<file path="config.mk">
export PLATFORM = sky130hd
export DESIGN_NAME = serial_reg_slave
export DESIGN_NICKNAME = d
export VERILOG_FILES = /design/src/rtl/serial_reg_slave.sv
export SDC_FILE = /design/constraint.sdc
export NUM_CORES = 1
export LEC_CHECK = 0
export BUFFER_PORTS_ARGS = -buffer_cell sky130_fd_sc_hd__buf_2
export CORE_ASPECT_RATIO = 0.7
export CORE_UTILIZATION = 38
export DETAILED_ROUTE_END_ITERATION = 6
export HOLD_SLACK_MARGIN = 0.1
export PLACE_DENSITY = 0.7
export SLEW_MARGIN = 25
export SYNTH_ARGS = -nofsm -noshare
export SYNTH_HDL_FRONTEND = slang
export SYNTH_SLANG_ARGS = --single-unit
</file>
<file path="constraint.sdc">
create_clock -name clk -period 2.25 [get_ports clk]
set_input_delay 0.1125 -clock clk [delete_from_list [all_inputs] [get_ports clk]]
set_output_delay 0.1125 -clock clk [all_outputs]
set_load 0.05 [all_outputs]
</file>
<file path="src/rtl/serial_reg_slave.sv">
// serial_reg_slave: framed serial register slave (cmd, addr, wdata / rdata), LSB first.
// Writes target a control-register bank; reads return control registers or sampled status inputs.
`default_nettype none

module serial_reg_slave #(
  parameter int ADDR_WIDTH = 5,
  parameter int DATA_WIDTH = 8,
  parameter int NUM_WR     = 9,
  parameter int NUM_RD     = 8,
  parameter logic [NUM_WR*DATA_WIDTH-1:0] WR_RESET = '0
) (
  input  logic                          clk,
  input  logic                          rst_n,
  input  logic                          strobe,
  input  logic                          din,
  output logic                          dout,
  output logic                          dout_valid,
  output logic                          busy,
  output logic                          done,
  output logic                          addr_err,
  output logic [NUM_WR*DATA_WIDTH-1:0]  wr_regs,
  input  logic [NUM_RD*DATA_WIDTH-1:0]  rd_regs
);

  localparam int CNT_MAX = (ADDR_WIDTH > DATA_WIDTH) ? ADDR_WIDTH : DATA_WIDTH;
  localparam int CNT_W   = $clog2(CNT_MAX + 1);
  localparam logic [ADDR_WIDTH:0] WR_END    = (ADDR_WIDTH+1)'(NUM_WR);
  localparam logic [ADDR_WIDTH:0] RD_END    = (ADDR_WIDTH+1)'(NUM_WR + NUM_RD);
  localparam logic [CNT_W-1:0]    ADDR_LAST = CNT_W'(ADDR_WIDTH - 1);
  localparam logic [CNT_W-1:0]    DATA_LAST = CNT_W'(DATA_WIDTH - 1);
  localparam logic [CNT_W-1:0]    DATA_BITS = CNT_W'(DATA_WIDTH);

  typedef enum logic [2:0] {
    S_IDLE   = 3'd0,
    S_CMD    = 3'd1,
    S_ADDR   = 3'd2,
    S_WDATA  = 3'd3,
    S_COMMIT = 3'd4,
    S_LOAD   = 3'd5,
    S_RDATA  = 3'd6
  } state_t;

  state_t                       state, state_nxt;
  logic                         is_write;
  logic [ADDR_WIDTH-1:0]        addr;
  logic [DATA_WIDTH-1:0]        shreg;
  logic [CNT_W-1:0]             cnt;
  logic                         rd_err;
  logic [NUM_RD*DATA_WIDTH-1:0] rd_bank;
  logic [ADDR_WIDTH:0]          addr_ext;
  logic                         in_wr;
  logic                         in_rd;
  logic [DATA_WIDTH-1:0]        rd_src;

  // Zero-extended so the map bounds compare without truncation.
  assign addr_ext = {1'b0, addr};
  assign in_wr    = (addr_ext < WR_END);
  assign in_rd    = !in_wr && (addr_ext < RD_END);
  assign busy     = (state != S_IDLE);

  always_comb begin
    rd_src = '0;
    for (int i = 0; i < NUM_WR; i++)
      if (addr_ext == (ADDR_WIDTH+1)'(i)) rd_src = wr_regs[i*DATA_WIDTH +: DATA_WIDTH];
    for (int i = 0; i < NUM_RD; i++)
      if (addr_ext == (ADDR_WIDTH+1)'(NUM_WR + i)) rd_src = rd_bank[i*DATA_WIDTH +: DATA_WIDTH];
  end

  always_ff @(posedge clk or negedge rst_n) begin
    if (!rst_n) state <= S_IDLE;
    else        state <= state_nxt;
  end

  always_comb begin
    state_nxt = state;
    unique case (state)
      S_IDLE:   if (strobe) state_nxt = S_CMD;
      S_CMD:    state_nxt = S_ADDR;
      S_ADDR:   if (cnt == ADDR_LAST) state_nxt = is_write ? S_WDATA : S_LOAD;
      S_WDATA:  if (cnt == DATA_LAST) state_nxt = S_COMMIT;
      S_COMMIT: state_nxt = S_IDLE;
      S_LOAD:   state_nxt = S_RDATA;
      S_RDATA:  if (cnt == DATA_BITS) state_nxt = S_IDLE;
      default:  state_nxt = S_IDLE;
    endcase
  end

  always_ff @(posedge clk or negedge rst_n) begin
    if (!rst_n) begin
      wr_regs    <= WR_RESET;
      rd_bank    <= '0;
      is_write   <= 1'b0;
      addr       <= '0;
      shreg      <= '0;
      cnt        <= '0;
      rd_err     <= 1'b0;
      dout       <= 1'b0;
      dout_valid <= 1'b0;
      done       <= 1'b0;
      addr_err   <= 1'b0;
    end else begin
      rd_bank  <= rd_regs;
      done     <= 1'b0;
      addr_err <= 1'b0;
      unique case (state)
        S_IDLE: cnt <= '0;
        S_CMD: begin
          is_write <= din;
          cnt      <= '0;
        end
        S_ADDR: begin
          addr <= {din, addr[ADDR_WIDTH-1:1]};
          cnt  <= (cnt == ADDR_LAST) ? '0 : cnt + 1'b1;
        end
        S_WDATA: begin
          shreg <= {din, shreg[DATA_WIDTH-1:1]};
          cnt   <= cnt + 1'b1;
        end
        S_COMMIT: begin
          for (int i = 0; i < NUM_WR; i++)
            if (addr_ext == (ADDR_WIDTH+1)'(i)) wr_regs[i*DATA_WIDTH +: DATA_WIDTH] <= shreg;
          addr_err <= !in_wr;
          done     <= 1'b1;
          cnt      <= '0;
        end
        S_LOAD: begin
          shreg      <= rd_src >> 1;
          dout       <= rd_src[0];
          dout_valid <= 1'b1;
          rd_err     <= !(in_wr || in_rd);
          cnt        <= 1;
        end
        S_RDATA: begin
          if (cnt == DATA_BITS) begin
            dout       <= 1'b0;
            dout_valid <= 1'b0;
            done       <= 1'b1;
            addr_err   <= rd_err;
            cnt        <= '0;
          end else begin
            dout  <= shreg[0];
            shreg <= shreg >> 1;
            cnt   <= cnt + 1'b1;
          end
        end
        default: cnt <= '0;
      endcase
    end
  end

endmodule

`default_nettype wire

</file>
==> results of run 1 <==
[worst register-to-register path: cells and delay by family (launching register included)]
kind / cells / cell delay [ns]
buf+inv: 1 / 0.18
flops: 1 / 0.57
compound gates: 4 / 0.95
simple gates: 1 / 0.39
[registers in the layout, summed over array words and instances, names as in the netlist, 3 cells and up]
register / flops
cnt: 4
rd_bank: 64
wr_regs: 72
state: 3
shreg: 8
addr: 5
[cell usage in the layout (no fill, tap or decap), drive strengths merged, types with 5 or more instances in the layout]
master and n:
a21oi 34, a221oi 5, a31oi 7, buf 198, clkbuf 18, dfrtp 162
dlygate4sd3 67, inv 19, mux2 83, mux2i 13, mux4 5, nand2 41
nand2b 10, nand3 9, nand3b 6, nor2 30, nor2b 5, nor3 13
o21ai 34, o221ai 5, o22ai 14, or3 6
[layout make-up]
| cell class | count | area [um^2] | share of cell area, % |
|---|---|---|---|
| Tap cell | 236 | 295 | 3.03 |
| Inverter | 10 | 37.5 | 0.386 |
| Clock inverter | 14 | 181 | 1.86 |
| Multi-Input combinational cell | 385 | 2890 | 29.7 |
| Clock buffer | 18 | 439 | 4.51 |
| Timing Repair Buffer | 265 | 1830 | 18.8 |
| Sequential cell | 162 | 4060 | 41.7 |
[synth_stat cells, types with 3 or more instances]
library cell	number
o22ai_1	14
a2111oi_0	3
o211ai_1	3
inv_1	7
mux2_2	83
a31oi_1	7
clkbuf_1	20
a22oi_1	4
buf_6	3
a22o_1	3
nor3_1	12
nand2_1	38
buf_2	12
nand3_1	8
o2111ai_1	3
a21oi_1	34
o221ai_1	5
dfrtp_1	162
nor2b_1	5
or3_1	5
nor2_1	28
nand2b_1	10
a211o_1	3
o21ai_0	32
mux2i_1	13
mux4_2	5
a221oi_1	5
nand2_2	3
buf_4	5
and3_1	4
o31ai_1	3
nand3b_1	6
[power by group]
part,switching (W),total [W],internal [W]
registers,0.000742,0.00410,0.00336
clock network,0.00133,0.00306,0.00172
logic,0.00293,0.00474,0.00181
total,0.00501,0.0119,0.00689
[metal layers]
metal	up-vias	part of all wire (%)	track usage [%]
li1	2684	-	-
met1	3088	44	34.6
met2	316	45	38.8
met3	46	8.8	6.83
met4	0	2.1	7.96
met5	-	0	0
[how the worst max path moves through the flow]
| stage | end | slack (ns) | from | depth (start not counted) |
|---|---|---|---|---|
| after floorplan | state[0] | 0.40 | cnt[0] | 8 |
| after global placement | shreg[6] | 0.05 | addr[1] | 5 |
| after detailed placement | dout | -0.04 | addr[1] | 6 |
| after CTS | shreg[6] | 0.03 | addr[0] | 6 |
| after global routing | shreg[0] | 0.003 | addr[3] | 6 |
| final | shreg[6] | 0.04 | addr[0] | 6 |
[kinds of logic (layout without fill, tap and decap cells)]
| group | after synthesis | after routing |
|---|---|---|
| flip-flops | 162 | 162 |
| multiplexers | 101 | 101 |
| XOR/XNOR | 2 | 2 |
| buffers and inverters | 50 | 307 |
| AND/OR/NAND/NOR | 137 | 137 |
| adder cells (fa/ha/maj) | 2 | 2 |
| AO/OA/AOI/OAI | 143 | 143 |
[through the flow]
stage / cells / total power (W)
floorplan: 597 / 0.00696
global placement: 988 / 0.00859
detailed placement: 988 / 0.00861
CTS: 1087 / 0.0118
global route: 1090 / 0.0124
finish: 1090 / 0.0119
[timing repair]
action,CTS,global route
hold buffers,67,0
hold endpoints to repair,131,0
buffers inserted,0,3
resized for setup,1,5
endpoints found under the setup margin,1,5
==> reports/metrics.csv, run 1 <==
stage,metric,value,unit
synth,multiplexer share of the synthesized area,16.4,%
sta,fin crit share,98.2,%
clock_tree,CTS Buffer Depth,2,
layout,Final #Nets,911,
worst_setup_path,critical path's slowest cell,dfrtp_4,
clock_tree,Num CTS Buffers,17,
layout,fin area,9730,um^2
synth,#FFs+latches synth,162,
sta,Slew @ Worst Pin,0.663,ns
synth,Post-Synth Simple-Gate Area,10.1,%
synth,Post-Synth Adder-Cell Area,0.348,%
synth,"EDFF count, synth",0,
worst_setup_path,CP endpoint kind,flop,
worst_setup_path,crit path max fanout,10,
synth,syn nets,667,
die,Rows,41,
worst_setup_path,"Largest stage delay, worst path",0.57,ns
clock_tree,clk sinks,162,
clock_tree,CTS Root Cell,clkbuf_16,
place,# port buffers,144,
detailed_routing,vias post-DR,6134,
synth,Yosys cell types,69,
worst_setup_path,Critical Path RT,2.57,ns
outcome,run status,"complete, but fails checks",
synth,xor-xnor portion of the synthesized cell area,0.244,%
sta,final hold slack,0.253,ns
sta,slew margin rel.,55.8,%
worst_setup_path,Worst R2R Start,addr[0],
sta,Fin. Hold Viols,0,
sta,unrepaired setup endpoints after global routing,false,
synth,sequential share of the synthesized area,56.4,%
pwr,Worst IR Drop VDD,0.697,mV
die,IO Count,145,
layout,"Core Util, Final",53.3,%
synth,largest cells by area after synthesis,"dfrtp_1 (56%), mux2_2 (13%), a21oi_1 (2.4%), o21ai_0 (2.2%), nand2_1 (2.0%)",
min_path,Hold WC Path Type,primary input to asynchronous set/reset pin,
pwr,PD cells,1220,nW/um^2
pwr,leakage power,4.73,nW
place,DP Area,8410,um^2
sta,Setup WS post-layout,0.0396,ns
synth,share of the synthesized area in the top cell type,56.4,%
synth,cell area after synthesis,7180,um^2
worst_setup_path,CP cell instances,buf_4 > or2b_2 > o221ai_1 > a21oi_1 > o311a_1 > o21a_1,
sta,min Tclk post-route,2.21,ns
worst_setup_path,Worst Reg2Reg Path Length in Cells,6,
die,Initial Util,39.3,%
worst_setup_path,cell family with most CP delay,compound AO/OA/AOI/OAI gates,
detailed_routing,post-detailed-route wirelength per cell,21.6,um
worst_setup_path,Setup CP Type,flop to flop,
synth,Synth async-reset ratio,100,%
layout,n_diodes,0,
die,die area,19500,um^2
global_routing,Total GRT Usage,25.1,%
global_routing,initial antenna violation count,0,
sta,Worst Skew,0.00902,ns
synth,Post-Synthesis Cells,597,
detailed_routing,Final ANT Viol Nets,0,
layout,Syn-to-layout area delta,35.5,%
detailed_routing,drt first pass iters,7,
place,Placer Congestion,0.932,
clock_tree,"Reg clk slew, reported paths",0.07,ns
sta,Setup TNS Final,0,ns
sta,final setup fails,0,
global_routing,largest net degree at the start of global routing,70,
layout,filler cell count,1533,
synth,largest family of logic cells by synthesized area,multiplexers,
die,core outline area,18300,um^2
detailed_routing,DR DRC count,6,
synth,largest area contributor in the netlist,dfrtp_1,
clock_tree,clk_lat worst skew,0.44,ns
worst_setup_path,CP arrival,2.53,ns
synth,Post-synth top flop,dfrtp_1,
synth,mean post-synth cell area,12.0,um^2
worst_setup_path,R2R Setup Slk,0.04,ns
worst_setup_path,worst r2r dst,shreg[6],
place,Placement Setup Slack,-0.0436,ns
detailed_routing,routed wire length,23500,um
detailed_routing,Vias/cell,5.63,
die,Die X,166,um
clock_tree,TritonCTS clock tree,built,
layout,share of cells above drive strength 1,39.3,%
global_routing,vias in the first global route,6253,
run,Max-Cap Viols,0,
outcome,failing checks,DRC,
die,die height,117,um
sta,Final Max Slew Viols,0,
detailed_routing,DRT iter0 DRCs,675,
sta,Max Clk Rate,452,MHz
worst_setup_path,Worst Path Buf+Inv,1,
clock_tree,# H-tree levels,4,
synth,Synth Area in Compound Gates,13.1,%
global_routing,global-route wire length before repair,36300,um
worst_setup_path,CP startpoint kind,flop,
place,Post-DP HPWL,15900,um
global_routing,global route overflow,0,
synth,Yosys warnings,0,
Note: power is estimated with default switching activity, not from simulation.
==> run 2, diff against run 1 <==
--- a/config.mk
+++ b/config.mk
@@ -7,6 +7,7 @@
 export LEC_CHECK = 0
 export BUFFER_PORTS_ARGS = -buffer_cell sky130_fd_sc_hd__buf_2
 export CORE_ASPECT_RATIO = 0.7
+export CORE_MARGIN = 4
 export CORE_UTILIZATION = 38
 export DETAILED_ROUTE_END_ITERATION = 6
 export HOLD_SLACK_MARGIN = 0.1
==> run 2 against run 1 <==
  * The run now ends clean
  * Setup slack better by 0.021 ns
  * Sequential power is 1% lower
  * Cell count fell by 0.64%
  * Largest cell class unchanged
==> reports/metrics.csv, run 2 (synthesis gave the netlist of run 1 again) <==
stage,metric,value,unit,change
die,core outline area,18300,um^2,unchanged
layout,share of cells above drive strength 1,38.6,%,-0.74 points
detailed_routing,Vias/cell,5.52,,-1.8%
min_path,Hold WC Path Type,primary input to asynchronous set/reset pin,,
pwr,PnR Total Power,0.0115,W,-3.6%
detailed_routing,M1 WL,10500,um,about the same
worst_setup_path,Worst R2R Start,addr[0],,
die,Rows,41,,unchanged
layout,biggest regs,"wr_regs x72, rd_bank x64, shreg x8",,
detailed_routing,Final ANT Viol Nets,0,,unchanged
worst_setup_path,worst r2r dst,shreg[4],,
sta,Setup TNS Final,0,ns,unchanged
place,Placer Congestion,0.916,,-1.7%
clock_tree,postcts setup bufs,0,,unchanged
global_routing,global route overflow,0,,unchanged
worst_setup_path,Setup CP Type,flop to flop,,
die,Initial Util,39.3,%,unchanged
global_routing,global-route wire length before repair,35600,um,-2.0%
global_routing,Total GRT Usage,22.3,%,-2.7 points
clock_tree,clk_lat worst skew,0.43,ns,about the same
detailed_routing,met3 wire len,2200,um,+5.6%
worst_setup_path,CP arrival,2.50,ns,-0.03 ns
detailed_routing,drt first pass iters,6,,-1
detailed_routing,vias post-DR,5982,,-2.5%
worst_setup_path,CP endpoint kind,flop,,
clock_tree,TritonCTS clock tree,built,,
die,die height,123,um,+5.1%
sta,slew margin rel.,59.3,%,+3.5 points
worst_setup_path,CP startpoint kind,flop,,
worst_setup_path,R2R Setup Slk,0.06,ns,+0.02 ns
pwr,Worst IR Drop VDD,0.639,mV,-8.2%
worst_setup_path,"most used cell, CP",o21ai_1,,
layout,"most common cell after layout, fill and taps aside",dfrtp_1,,
die,Die X,172,um,+3.6%
clock_tree,clk sinks,162,,unchanged
global_routing,vias in the first global route,6106,,-2.4%
sta,Fin. Hold Viols,0,,unchanged
layout,"commonest cells after routing, fill and taps aside","dfrtp_1 (161), buf_2 (143), mux2_2 (83)",,
clock_tree,CTS Root Cell,clkbuf_16,,
place,# port buffers,144,,unchanged
global_routing,largest net degree at the start of global routing,61,,-13%
sta,min Tclk post-route,2.19,ns,-0.0207 ns
outcome,run status,finished clean,,
detailed_routing,routed wire length,23200,um,-1.4%
die,IO Count,145,,unchanged
detailed_routing,DR DRC count,0,,-6
layout,Final #Nets,904,,-0.77%
sta,Max Clk Rate,457,MHz,+0.94%
pwr,leakage power,4.68,nW,-1.1%
worst_setup_path,CP cell instances,buf_4 > or3b_1 > o21ai_1 > a31oi_1 > a211o_1 > a21oi_1 > o21ai_1,,
sta,Final Max Slew Viols,0,,unchanged
pwr,PD cells,1190,nW/um^2,-2.5%
sta,Slew @ Worst Pin,0.611,ns,-0.0524 ns
worst_setup_path,Critical Path RT,2.56,ns,about the same
layout,Syn-to-layout area delta,33.8,%,
clock_tree,# H-tree levels,4,,unchanged
sta,Worst Skew,0.00919,ns,+0.000166 ns
sta,fin crit share,97.3,%,-0.92 points
clock_tree,"Reg clk slew, reported paths",0.07,ns,about the same
place,Post-DP HPWL,16400,um,+3.3%
clock_tree,CTS Buffer Depth,2,,unchanged
detailed_routing,Top Layer Used,met4,,
detailed_routing,post-detailed-route wirelength per cell,21.4,um,-0.77%
detailed_routing,met2 WL,10200,um,-2.8%
global_routing,initial antenna violation count,0,,unchanged
sta,unrepaired setup endpoints after global routing,false,,
clock_tree,Num CTS Buffers,17,,unchanged
layout,max reg flops,72,,unchanged
layout,Top reg by flops,wr_regs,,
worst_setup_path,critical path's slowest cell,dfrtp_2,,
detailed_routing,DRT iter0 DRCs,724,,+7.3%
worst_setup_path,"Largest stage delay, worst path",0.51,ns,-0.06 ns
worst_setup_path,crit path max fanout,10,,unchanged
run,Max-Cap Viols,0,,unchanged
layout,filler cell count,1590,,+3.7%
place,DP Area,8390,um^2,-0.21%
layout,n_diodes,0,,unchanged
sta,final setup fails,0,,unchanged
layout,fin area,9620,um^2,-1.2%
worst_setup_path,Worst Reg2Reg Path Length in Cells,7,,+1
die,die area,21200,um^2,+8.9%
## run 2: cell types whose count changed in the layout (fill, tap and decap cells not counted), moves of 2 or more
cell,previous run,this run
buf_4,52,44
clkinv_2,0,3
bufinv_16,2,0
clkbuf_1,0,2
dfrtp_1,159,161
dfrtp_4,2,0
inv_8,4,2
## run 2: critical path, delay by kind of cell (launching register included)
family	cells	cell delay (ns)
compound gates	5	0.86
simple gates	1	0.47
buf+inv	1	0.22
flops	1	0.51
## run 2: cell type report
cell class                 instances  area [um^2]  area share [%]
inverter                          10         37.5           0.390
clock inverter                    12         97.6            1.01
sequential                       162         4060            42.2
clock buffer                      20          447            4.65
multi-input combinational        385         2900            30.1
tap                              236          295            3.07
timing repair buffer             258         1790            18.6
## run 2: power breakdown
part	switching, W	total (W)	internal [W]
Sequential	0.000688	0.00404	0.00335
Clock	0.00125	0.00272	0.00147
Combinational	0.00293	0.00471	0.00178
Total	0.00487	0.0115	0.00660
## run 2: layer usage
layer | GRT usage [%] | vias to the layer above
li1 | - | 2676
met1 | 33.0 | 2933
met2 | 32.7 | 334
met3 | 6.01 | 39
met4 | 5.84 | 0
met5 | 0 | -
## run 2: worst max path at each step
stage                to  depth (start not counted)  startpoint
2_1_floorplan  state[0]                          8      cnt[0]
3_3_place_gp   shreg[0]                          6     addr[0]
3_5_place_dp   shreg[4]                          7     addr[0]
4_1_cts        shreg[0]                          6     addr[0]
5_1_grt        shreg[0]                          6     addr[3]
6_report       shreg[4]                          7     addr[0]
## run 2: through the flow
stage,hold WS [ns],cells,utilization (%),setup WS [ns]
floorplan,-0.183,597,-,0.395
global placement,0.139,984,46.0,0.109
detailed placement,0.146,984,46.0,0.110
CTS,0.244,1083,52.6,0.0884
global route,0.285,1083,52.7,0.00387
finish,0.225,1083,52.7,0.0603
## run 2: repair_timing
item / CTS / global route
gates resized for setup: 0 / 3
endpoints found under the setup margin: 0 / 1
hold endpoints to repair: 126 / 0
hold buffers: 67 / 0
